File: config.mk
export PLATFORM = sky130hd
export DESIGN_NAME = axi_rd_arbiter_rr_flat
export DESIGN_NICKNAME = d
export VERILOG_FILES = /design/src/rtl/axi_rd_arbiter_rr_if.sv /design/src/rtl/axi_rd_arbiter_rr.sv /design/src/flat_wrapper.sv
export SDC_FILE = /design/constraint.sdc
export NUM_CORES = 1
export LEC_CHECK = 0
export CELL_PAD_IN_SITES_DETAIL_PLACEMENT = 1
export CELL_PAD_IN_SITES_GLOBAL_PLACEMENT = 1
export CORE_ASPECT_RATIO = 0.9
export CORE_MARGIN = 5
export CORE_UTILIZATION = 25
export CTS_BUF_LIST = sky130_fd_sc_hd__clkbuf_2 sky130_fd_sc_hd__clkbuf_4 sky130_fd_sc_hd__clkbuf_8
export DETAILED_ROUTE_END_ITERATION = 16
export GPL_TIMING_DRIVEN = 1
export PLACE_DENSITY_LB_ADDON = 0.1
export SLEW_MARGIN = 20
export SYNTH_ARGS = -nofsm -noshare
export SYNTH_HDL_FRONTEND = slang
export SYNTH_SLANG_ARGS = --single-unit
File: constraint.sdc
create_clock -name ACLK -period 3.05 [get_ports ACLK]
set_clock_uncertainty 0.05 [all_clocks]
set_input_delay 0.7625 -clock ACLK [delete_from_list [all_inputs] [get_ports ACLK]]
set_output_delay 0.7625 -clock ACLK [all_outputs]
set_load 0.005 [all_outputs]
File: src/rtl/axi_rd_arbiter_rr_if.sv
// Read-path bundle between NUM_M AXI masters, the round-robin arbiter and one slave port.
// The master modport is the arbiter's view; slave is the surrounding fabric's view.
interface axi_rd_arbiter_rr_if #(
  parameter int NUM_M     = 2,
  parameter int IDM_BITS  = 4,
  parameter int ADDR_BITS = 32,
  parameter int DATA_BITS = 32,
  parameter int LEN_BITS  = 4,
  parameter int SIZE_BITS = 3
);
  localparam int IDX_BITS = $clog2(NUM_M);
  localparam int IDS_BITS = IDM_BITS + IDX_BITS;

  logic [NUM_M*IDM_BITS-1:0]  ARID_M;
  logic [NUM_M*ADDR_BITS-1:0] ARADDR_M;
  logic [NUM_M*LEN_BITS-1:0]  ARLEN_M;
  logic [NUM_M*SIZE_BITS-1:0] ARSIZE_M;
  logic [NUM_M*2-1:0]         ARBURST_M;
  logic [NUM_M-1:0]           ARVALID_M;
  logic [NUM_M-1:0]           ARREADY_M;
  logic [IDM_BITS-1:0]        RID_M;
  logic [DATA_BITS-1:0]       RDATA_M;
  logic [1:0]                 RRESP_M;
  logic                       RLAST_M;
  logic [NUM_M-1:0]           RVALID_M;
  logic [NUM_M-1:0]           RREADY_M;

  logic [IDS_BITS-1:0]        ARID_S;
  logic [ADDR_BITS-1:0]       ARADDR_S;
  logic [LEN_BITS-1:0]        ARLEN_S;
  logic [SIZE_BITS-1:0]       ARSIZE_S;
  logic [1:0]                 ARBURST_S;
  logic                       ARVALID_S;
  logic                       ARREADY_S;
  logic [IDS_BITS-1:0]        RID_S;
  logic [DATA_BITS-1:0]       RDATA_S;
  logic [1:0]                 RRESP_S;
  logic                       RLAST_S;
  logic                       RVALID_S;
  logic                       RREADY_S;

  modport master (
    input  ARID_M, ARADDR_M, ARLEN_M, ARSIZE_M, ARBURST_M, ARVALID_M, RREADY_M,
    output ARREADY_M, RID_M, RDATA_M, RRESP_M, RLAST_M, RVALID_M,
    output ARID_S, ARADDR_S, ARLEN_S, ARSIZE_S, ARBURST_S, ARVALID_S, RREADY_S,
    input  ARREADY_S, RID_S, RDATA_S, RRESP_S, RLAST_S, RVALID_S
  );

  modport slave (
    output ARID_M, ARADDR_M, ARLEN_M, ARSIZE_M, ARBURST_M, ARVALID_M, RREADY_M,
    input  ARREADY_M, RID_M, RDATA_M, RRESP_M, RLAST_M, RVALID_M,
    input  ARID_S, ARADDR_S, ARLEN_S, ARSIZE_S, ARBURST_S, ARVALID_S, RREADY_S,
    output ARREADY_S, RID_S, RDATA_S, RRESP_S, RLAST_S, RVALID_S
  );
endinterface

File: src/rtl/axi_rd_arbiter_rr.sv
// Round-robin N:1 AXI read arbiter: registered AR slice toward the slave, grant held
// for the whole R burst, master index prepended to ARID, RLAST checked against ARLEN.
module axi_rd_arbiter_rr #(
  parameter int NUM_M     = 2,
  parameter int IDM_BITS  = 4,
  parameter int ADDR_BITS = 32,
  parameter int DATA_BITS = 32,
  parameter int LEN_BITS  = 4,
  parameter int SIZE_BITS = 3
) (
  input  logic                 ACLK,
  input  logic                 ARESETn,
  axi_rd_arbiter_rr_if.master  bus,
  output logic                 prot_err
);
  localparam int IDX_BITS = $clog2(NUM_M);
  localparam int IDS_BITS = IDM_BITS + IDX_BITS;
  localparam int CNT_BITS = LEN_BITS + 1;
  localparam logic [CNT_BITS-1:0]  CNT_MAX = CNT_BITS'(1) << LEN_BITS;
  localparam logic [IDX_BITS-1:0]  LAST_M  = IDX_BITS'(NUM_M - 1);

  typedef enum logic [1:0] {IDLE, ADDR, DATA} state_t;

  state_t                state, state_nxt;
  logic [IDX_BITS-1:0]   rr_ptr, grant, cand, idx;
  logic                  found;
  logic [CNT_BITS-1:0]   beat_cnt;
  logic                  late_flag;
  logic [CNT_BITS:0]     beat_num, len_num;
  logic                  beat;

  logic [IDS_BITS-1:0]   arid_q;
  logic [ADDR_BITS-1:0]  araddr_q;
  logic [LEN_BITS-1:0]   arlen_q;
  logic [SIZE_BITS-1:0]  arsize_q;
  logic [1:0]            arburst_q;
  logic                  unused_rid_hi;

  // Walk NUM_M slots starting at rr_ptr, wrapping at the last master.
  always_comb begin
    found = 1'b0;
    cand  = '0;
    idx   = rr_ptr;
    for (int i = 0; i < NUM_M; i++) begin
      if (!found && bus.ARVALID_M[idx]) begin
        found = 1'b1;
        cand  = idx;
      end
      idx = (idx == LAST_M) ? '0 : idx + 1'b1;
    end
  end

  assign beat     = (state == DATA) & bus.RVALID_S & bus.RREADY_M[grant];
  assign beat_num = {1'b0, beat_cnt} + 1'b1;
  assign len_num  = {2'b00, arlen_q} + 1'b1;

  assign bus.ARID_S    = arid_q;
  assign bus.ARADDR_S  = araddr_q;
  assign bus.ARLEN_S   = arlen_q;
  assign bus.ARSIZE_S  = arsize_q;
  assign bus.ARBURST_S = arburst_q;
  assign unused_rid_hi = ^bus.RID_S[IDS_BITS-1:IDM_BITS];

  always_ff @(posedge ACLK) begin
    if (!ARESETn) state <= IDLE;
    else          state <= state_nxt;
  end

  always_comb begin
    // NOTE: every output gets a default before the case so no path leaves one unassigned (no latch).
    state_nxt     = state;
    bus.ARREADY_M = '0;
    bus.ARVALID_S = 1'b0;
    bus.RVALID_M  = '0;
    bus.RREADY_S  = 1'b0;
    bus.RID_M     = '0;
    bus.RDATA_M   = '0;
    bus.RRESP_M   = '0;
    bus.RLAST_M   = 1'b0;
    unique case (state)
      IDLE: begin
        if (found) begin
          // Gated so that no master sees a handshake while reset is asserted.
          bus.ARREADY_M[cand] = ARESETn;
          state_nxt           = ADDR;
        end
      end
      ADDR: begin
        bus.ARVALID_S = 1'b1;
        if (bus.ARREADY_S) state_nxt = DATA;
      end
      DATA: begin
        bus.RVALID_M[grant] = bus.RVALID_S;
        bus.RREADY_S        = bus.RREADY_M[grant];
        bus.RID_M           = bus.RID_S[IDM_BITS-1:0];
        bus.RDATA_M         = bus.RDATA_S;
        bus.RRESP_M         = bus.RRESP_S;
        bus.RLAST_M         = bus.RLAST_S;
        if (beat && bus.RLAST_S) state_nxt = IDLE;
      end
      default: state_nxt = IDLE;
    endcase
  end

  // NOTE: sequential state uses non-blocking assignments so every register samples pre-edge values.
  always_ff @(posedge ACLK) begin
    if (!ARESETn) begin
      rr_ptr    <= '0;
      grant     <= '0;
      beat_cnt  <= '0;
      late_flag <= 1'b0;
      prot_err  <= 1'b0;
      arid_q    <= '0;
      araddr_q  <= '0;
      arlen_q   <= '0;
      arsize_q  <= '0;
      arburst_q <= '0;
    end else begin
      prot_err <= 1'b0;
      if (state == IDLE && found) begin
        grant     <= cand;
        arid_q    <= {cand, bus.ARID_M[cand*IDM_BITS +: IDM_BITS]};
        araddr_q  <= bus.ARADDR_M[cand*ADDR_BITS +: ADDR_BITS];
        arlen_q   <= bus.ARLEN_M[cand*LEN_BITS +: LEN_BITS];
        arsize_q  <= bus.ARSIZE_M[cand*SIZE_BITS +: SIZE_BITS];
        arburst_q <= bus.ARBURST_M[cand*2 +: 2];
      end
      if (state == ADDR && bus.ARREADY_S) begin
        beat_cnt  <= '0;
        late_flag <= 1'b0;
      end
      if (beat) begin
        if (beat_cnt != CNT_MAX) beat_cnt <= beat_cnt + 1'b1;
        if (bus.RLAST_S) begin
          // A burst already flagged as late is not flagged a second time at RLAST.
          prot_err <= (beat_num != len_num) && !late_flag;
          rr_ptr   <= (grant == LAST_M) ? '0 : grant + 1'b1;
        end else if (beat_num == len_num) begin
          prot_err  <= 1'b1;
          late_flag <= 1'b1;
        end
      end
    end
  end
endmodule

File: src/flat_wrapper.sv
// flat-port wrapper written by rule: the top's interface ports become plain ports
module axi_rd_arbiter_rr_flat 
#(
  parameter int NUM_M     = 2,
  parameter int IDM_BITS  = 4,
  parameter int ADDR_BITS = 32,
  parameter int DATA_BITS = 32,
  parameter int LEN_BITS  = 4,
  parameter int SIZE_BITS = 3
)
  (ACLK, ARESETn, prot_err, bus_ARID_M, bus_ARADDR_M, bus_ARLEN_M, bus_ARSIZE_M, bus_ARBURST_M, bus_ARVALID_M, bus_RREADY_M, bus_ARREADY_M, bus_RID_M, bus_RDATA_M, bus_RRESP_M, bus_RLAST_M, bus_RVALID_M, bus_ARID_S, bus_ARADDR_S, bus_ARLEN_S, bus_ARSIZE_S, bus_ARBURST_S, bus_ARVALID_S, bus_RREADY_S, bus_ARREADY_S, bus_RID_S, bus_RDATA_S, bus_RRESP_S, bus_RLAST_S, bus_RVALID_S);
  axi_rd_arbiter_rr_if #(.NUM_M(NUM_M), .IDM_BITS(IDM_BITS), .ADDR_BITS(ADDR_BITS), .DATA_BITS(DATA_BITS), .LEN_BITS(LEN_BITS), .SIZE_BITS(SIZE_BITS)) bus_i ();
  input  logic ACLK;
  input  logic ARESETn;
  output logic prot_err;
  input wire logic [$bits(bus_i.ARID_M)-1:0] bus_ARID_M;
  input wire logic [$bits(bus_i.ARADDR_M)-1:0] bus_ARADDR_M;
  input wire logic [$bits(bus_i.ARLEN_M)-1:0] bus_ARLEN_M;
  input wire logic [$bits(bus_i.ARSIZE_M)-1:0] bus_ARSIZE_M;
  input wire logic [$bits(bus_i.ARBURST_M)-1:0] bus_ARBURST_M;
  input wire logic [$bits(bus_i.ARVALID_M)-1:0] bus_ARVALID_M;
  input wire logic [$bits(bus_i.RREADY_M)-1:0] bus_RREADY_M;
  output wire logic [$bits(bus_i.ARREADY_M)-1:0] bus_ARREADY_M;
  output wire logic [$bits(bus_i.RID_M)-1:0] bus_RID_M;
  output wire logic [$bits(bus_i.RDATA_M)-1:0] bus_RDATA_M;
  output wire logic [$bits(bus_i.RRESP_M)-1:0] bus_RRESP_M;
  output wire logic [$bits(bus_i.RLAST_M)-1:0] bus_RLAST_M;
  output wire logic [$bits(bus_i.RVALID_M)-1:0] bus_RVALID_M;
  output wire logic [$bits(bus_i.ARID_S)-1:0] bus_ARID_S;
  output wire logic [$bits(bus_i.ARADDR_S)-1:0] bus_ARADDR_S;
  output wire logic [$bits(bus_i.ARLEN_S)-1:0] bus_ARLEN_S;
  output wire logic [$bits(bus_i.ARSIZE_S)-1:0] bus_ARSIZE_S;
  output wire logic [$bits(bus_i.ARBURST_S)-1:0] bus_ARBURST_S;
  output wire logic [$bits(bus_i.ARVALID_S)-1:0] bus_ARVALID_S;
  output wire logic [$bits(bus_i.RREADY_S)-1:0] bus_RREADY_S;
  input wire logic [$bits(bus_i.ARREADY_S)-1:0] bus_ARREADY_S;
  input wire logic [$bits(bus_i.RID_S)-1:0] bus_RID_S;
  input wire logic [$bits(bus_i.RDATA_S)-1:0] bus_RDATA_S;
  input wire logic [$bits(bus_i.RRESP_S)-1:0] bus_RRESP_S;
  input wire logic [$bits(bus_i.RLAST_S)-1:0] bus_RLAST_S;
  input wire logic [$bits(bus_i.RVALID_S)-1:0] bus_RVALID_S;
  assign bus_i.ARID_M = bus_ARID_M;
  assign bus_i.ARADDR_M = bus_ARADDR_M;
  assign bus_i.ARLEN_M = bus_ARLEN_M;
  assign bus_i.ARSIZE_M = bus_ARSIZE_M;
  assign bus_i.ARBURST_M = bus_ARBURST_M;
  assign bus_i.ARVALID_M = bus_ARVALID_M;
  assign bus_i.RREADY_M = bus_RREADY_M;
  assign bus_ARREADY_M = bus_i.ARREADY_M;
  assign bus_RID_M = bus_i.RID_M;
  assign bus_RDATA_M = bus_i.RDATA_M;
  assign bus_RRESP_M = bus_i.RRESP_M;
  assign bus_RLAST_M = bus_i.RLAST_M;
  assign bus_RVALID_M = bus_i.RVALID_M;
  assign bus_ARID_S = bus_i.ARID_S;
  assign bus_ARADDR_S = bus_i.ARADDR_S;
  assign bus_ARLEN_S = bus_i.ARLEN_S;
  assign bus_ARSIZE_S = bus_i.ARSIZE_S;
  assign bus_ARBURST_S = bus_i.ARBURST_S;
  assign bus_ARVALID_S = bus_i.ARVALID_S;
  assign bus_RREADY_S = bus_i.RREADY_S;
  assign bus_i.ARREADY_S = bus_ARREADY_S;
  assign bus_i.RID_S = bus_RID_S;
  assign bus_i.RDATA_S = bus_RDATA_S;
  assign bus_i.RRESP_S = bus_RRESP_S;
  assign bus_i.RLAST_S = bus_RLAST_S;
  assign bus_i.RVALID_S = bus_RVALID_S;
  axi_rd_arbiter_rr #(.NUM_M(NUM_M), .IDM_BITS(IDM_BITS), .ADDR_BITS(ADDR_BITS), .DATA_BITS(DATA_BITS), .LEN_BITS(LEN_BITS), .SIZE_BITS(SIZE_BITS)) u_core (.ACLK(ACLK), .ARESETn(ARESETn), .bus(bus_i), .prot_err(prot_err));
endmodule
==> impl_metrics.csv <==
group,metric,value,unit
clock_network,cts_resized,0,
outcome,status,"finished clean",
worst_setup_path,slowest_delay,0.54,ns
routing,ant_nets,0,
pwr,p_int,1.50,mW
timing,setup_viol,0,
worst_setup_path,crit_top_cell,"clkdlybuf4s50_1",
die,fp.dieW,125,microns
routing,drt_iter0_markers,113,
clock_network,postCtsHoldBufs,0,
cells_and_area,drive_above_1_share,5.40,%
hold_path,hold_class,"reg2reg",
timing,timing.fmax,339,MHz
placement,io_buffers,228,
die,start_util,25.7,%
synth,seq_area_frac_synth,37.9,%
cells_and_area,antennaDiodeCount,0,
pwr,comb_power_share,35.0,%
timing,fin_crit_sh,96.8,%
timing,min_period,2.95,ns
timing,tightest_slew,0.814,ns
placement,dpl.hpwl,10200,microns
worst_setup_path,crit_chain,"clkdlybuf4s50_1 > nand2_1 > buf_4 > nor2_1 > clkdlybuf4s50_1",
grt,grt_pass1_vias,3314,
pwr,seqPwrFrac,41.9,%
clock_network,clock-root-buffer,"clkbuf_8",
die,die_y,113,microns
synth,synth_cell_types,37,
grt,antenna_found_initial,0,
routing,wl_per_cell,17.2,microns
grt,grt_use_total,16.6,%
pwr,p_clk_share,23.0,%
synth,synth_fp_nets,474,
synth,ys_top_cells_by_area,"dfxtp_1, mux2i_1, a211oi_1",
cells_and_area,syn2layout_area_growth,87.7,%
worst_setup_path,worstPathMaxFanout,2,
worst_setup_path,end_kind,"output port",
pwr,pwr_density_cell,368,nW/um^2
pwr,p_switching,0.549,mW
clock_network,numCtsBuffers,5,
die,num_io_pins,230,
worst_setup_path,path_buf_inv,3,
clock_network,cts_tree,"done",
placement,place_area,5450,sq um
clock_network,post_cts_buffers,0,
worst_setup_path,cpMaxStageDelayCell,"clkdlybuf4s50_1",
grt,grt_max_degree,47,
timing,slew_violations,0,
timing,final_hold_viol_count,0,
worst_setup_path,cp-start-kind,"input pin",
pwr,power_leakage,2.30,nW
pwr,vdd_drop_max,196,uV
clock_network,clk_pin_slew,0.09,ns
synth,yosysWarnings,0,
clock_network,cts.sinks,56,
die,rows,37,
pwr,p_sw_share,26.8,%
die,core,11500,sq um
routing,vias,3259,
grt,grt_pass1_wl,19000,microns
flow_run,cap_violations,0,
routing,first_pass_iters,4,
routing,drcViolationCount,0,
clock_network,clockBufferDepth,2,
clock_network,h-tree-depth,2,
timing,setup-tns-final,0,ns
synth,synth.avg_cell_area,8.88,sq um
worst_setup_path,worstPathRequired,2.24,ns
synth,synth_top_area_share,37.9,%
synth,yosysTopAreaCell,"dfxtp_1",
cells_and_area,fillers,1310,
timing,relSlewSlack,45.7,%
synth,syn_inst,333,
cells_and_area,nets,698,
routing,viasPerCell,4.58,
synth,netlist_area,2960,sq um
synth,synth-seq-cells,56,
placement,gp_congestion,0.801,
die,dieArea,14100,sq um
worst_setup_path,crit_family,"buffers and inverters",
worst_setup_path,worstPathArrival,2.14,ns
routing,wirelength,12300,microns
timing,rsz0062_at_grt,"false",
cells_and_area,stdcell_area,5550,sq um
worst_setup_path,critPathKind,"in2out",
grt,grt-ovfl-total,0,
clock_network,clock_latency,0.30,ns
==> registers in the layout (all words and copies together), names as in the netlist <==
register	flops
u_core.bus.ARID_S	5
u_core.rr_ptr	1
u_core.beat_cnt	5
u_core.prot_err	1
u_core.state	2
u_core.bus.ARSIZE_S	3
u_core.bus.ARBURST_S	2
u_core.late_flag	1
u_core.bus.ARADDR_S	32
u_core.bus.ARLEN_S	4
==> power groups by stage <==
stage / combinational [mW] / sequential, mW / clock (mW)
finish: 0.717 / 0.858 / 0.471
CTS: 0.733 / 0.860 / 0.491
global placement: 0.714 / 0.871 / 0
detailed placement: 0.730 / 0.876 / 0
floorplan: 0.263 / 0.878 / 0
global route: 0.781 / 0.871 / 0.521
==> layer usage <==
metal / wire, microns / part of all wire [%] / vias to the layer above / global-route usage, %
li1: - / - / 1613 / -
met1: 5170 / 42 / 1499 / 20.4
met2: 6050 / 49 / 134 / 29.4
met3: 851 / 6.9 / 13 / 3.73
met4: 178 / 1.5 / 0 / 4.16
met5: 0 / 0 / - / 0
==> cells in the final DEF (no fill, tap or decap), types with 2 or more instances in the layout <==
cell type | netlist | final
a211oi_1 | 46 | 46
a21oi_1 | 7 | 7
and2_1 | 39 | 39
and3_1 | 4 | 4
buf_4 | 5 | 13
clkbuf_8 | 0 | 5
clkdlybuf4s50_1 | 0 | 227
dfxtp_1 | 56 | 56
ha_1 | 3 | 3
inv_1 | 4 | 4
mux2i_1 | 48 | 48
nand2_1 | 8 | 8
nand3_1 | 4 | 4
nand3b_1 | 3 | 3
nor2_1 | 57 | 57
nor2b_1 | 2 | 2
o21ai_1 | 3 | 2
xnor2_1 | 5 | 5
==> Yosys cell counts, drive strengths merged <==
library cell,n
a211oi,47
a21oi,7
a311oi,1
a31o,1
and2,40
and2b,1
and3,5
buf,12
clkbuf,13
dfxtp,56
ha,3
inv,5
mux2,1
mux2i,48
nand2,8
nand3,4
nand3b,3
nand4,1
nand4bb,1
nor2,58
nor2b,2
nor3b,1
o21a,2
o21ai,3
o22ai,1
or3,1
or3b,1
xnor2,5
xor2,1
xor3,1
==> worst register-to-register path, cell delays in order (launching register included) <==
cell      delay [ns]
dfxtp_1         0.47
ha_1            0.29
and3_1          0.23
xor3_1          0.17
nand4_1         0.14
a211oi_2        0.27
mux2i_1         0.28
==> through the flow <==
| stage | worst slack [ns] | hold WS [ns] | util (%) | instances | power, mW |
|---|---|---|---|---|---|
| after floorplan | 0.857 | 0.433 | - | 333 | 1.14 |
| after global placement | 0.0912 | 0.436 | 47.3 | 706 | 1.58 |
| after detailed placement | 0.0789 | 0.444 | 47.3 | 706 | 1.61 |
| after CTS | 0.0776 | 0.457 | 48.1 | 712 | 2.08 |
| after global routing | 0.0337 | 0.468 | 48.2 | 712 | 2.17 |
| final | 0.0984 | 0.453 | 48.2 | 712 | 2.05 |
==> cells by family (layout without fill, tap and decap cells) <==
| group | after synthesis | in the layout | synth area share [%] |
|---|---|---|---|
| and+or+nand+nor | 126 | 126 | 21.7 |
| AOI/OAI and AO/OA | 62 | 62 | 15.1 |
| DFF | 56 | 56 | 37.9 |
| muxes | 49 | 49 | 16.8 |
| buffers and inverters | 30 | 253 | 4.70 |
| xor gates and xnor gates | 7 | 7 | 2.58 |
| adders and majority gates | 3 | 3 | 1.27 |
==> final timing paths <==
path                                   startpoint  depth (start not counted)                                   end  slack [ns]
max                                       ARESETn                          5                      bus_ARREADY_M[1]         0.1
min          u_core.bus.ARADDR_S[17]$_SDFFE_PN0P_                          2  u_core.bus.ARADDR_S[17]$_SDFFE_PN0P_        0.45
max reg2reg         u_core.beat_cnt[0]$_SDFF_PN0_                          6            u_core.prot_err$_SDFF_PN0_        1.05
min reg2reg  u_core.bus.ARADDR_S[17]$_SDFFE_PN0P_                          2  u_core.bus.ARADDR_S[17]$_SDFFE_PN0P_        0.45
==> final cells by class <==
cell class	instances	area, sq um	share of cell area, %
clock buffers	5	68.8	1.24
clock inverters	1	30.0	0.541
well taps	156	195	3.52
multi-input cells	247	1720	30.9
repair buffers	242	2400	43.3
inverters	5	18.8	0.338
flip-flops and latches	56	1120	20.2
Note: power is estimated with default switching activity, not from simulation.
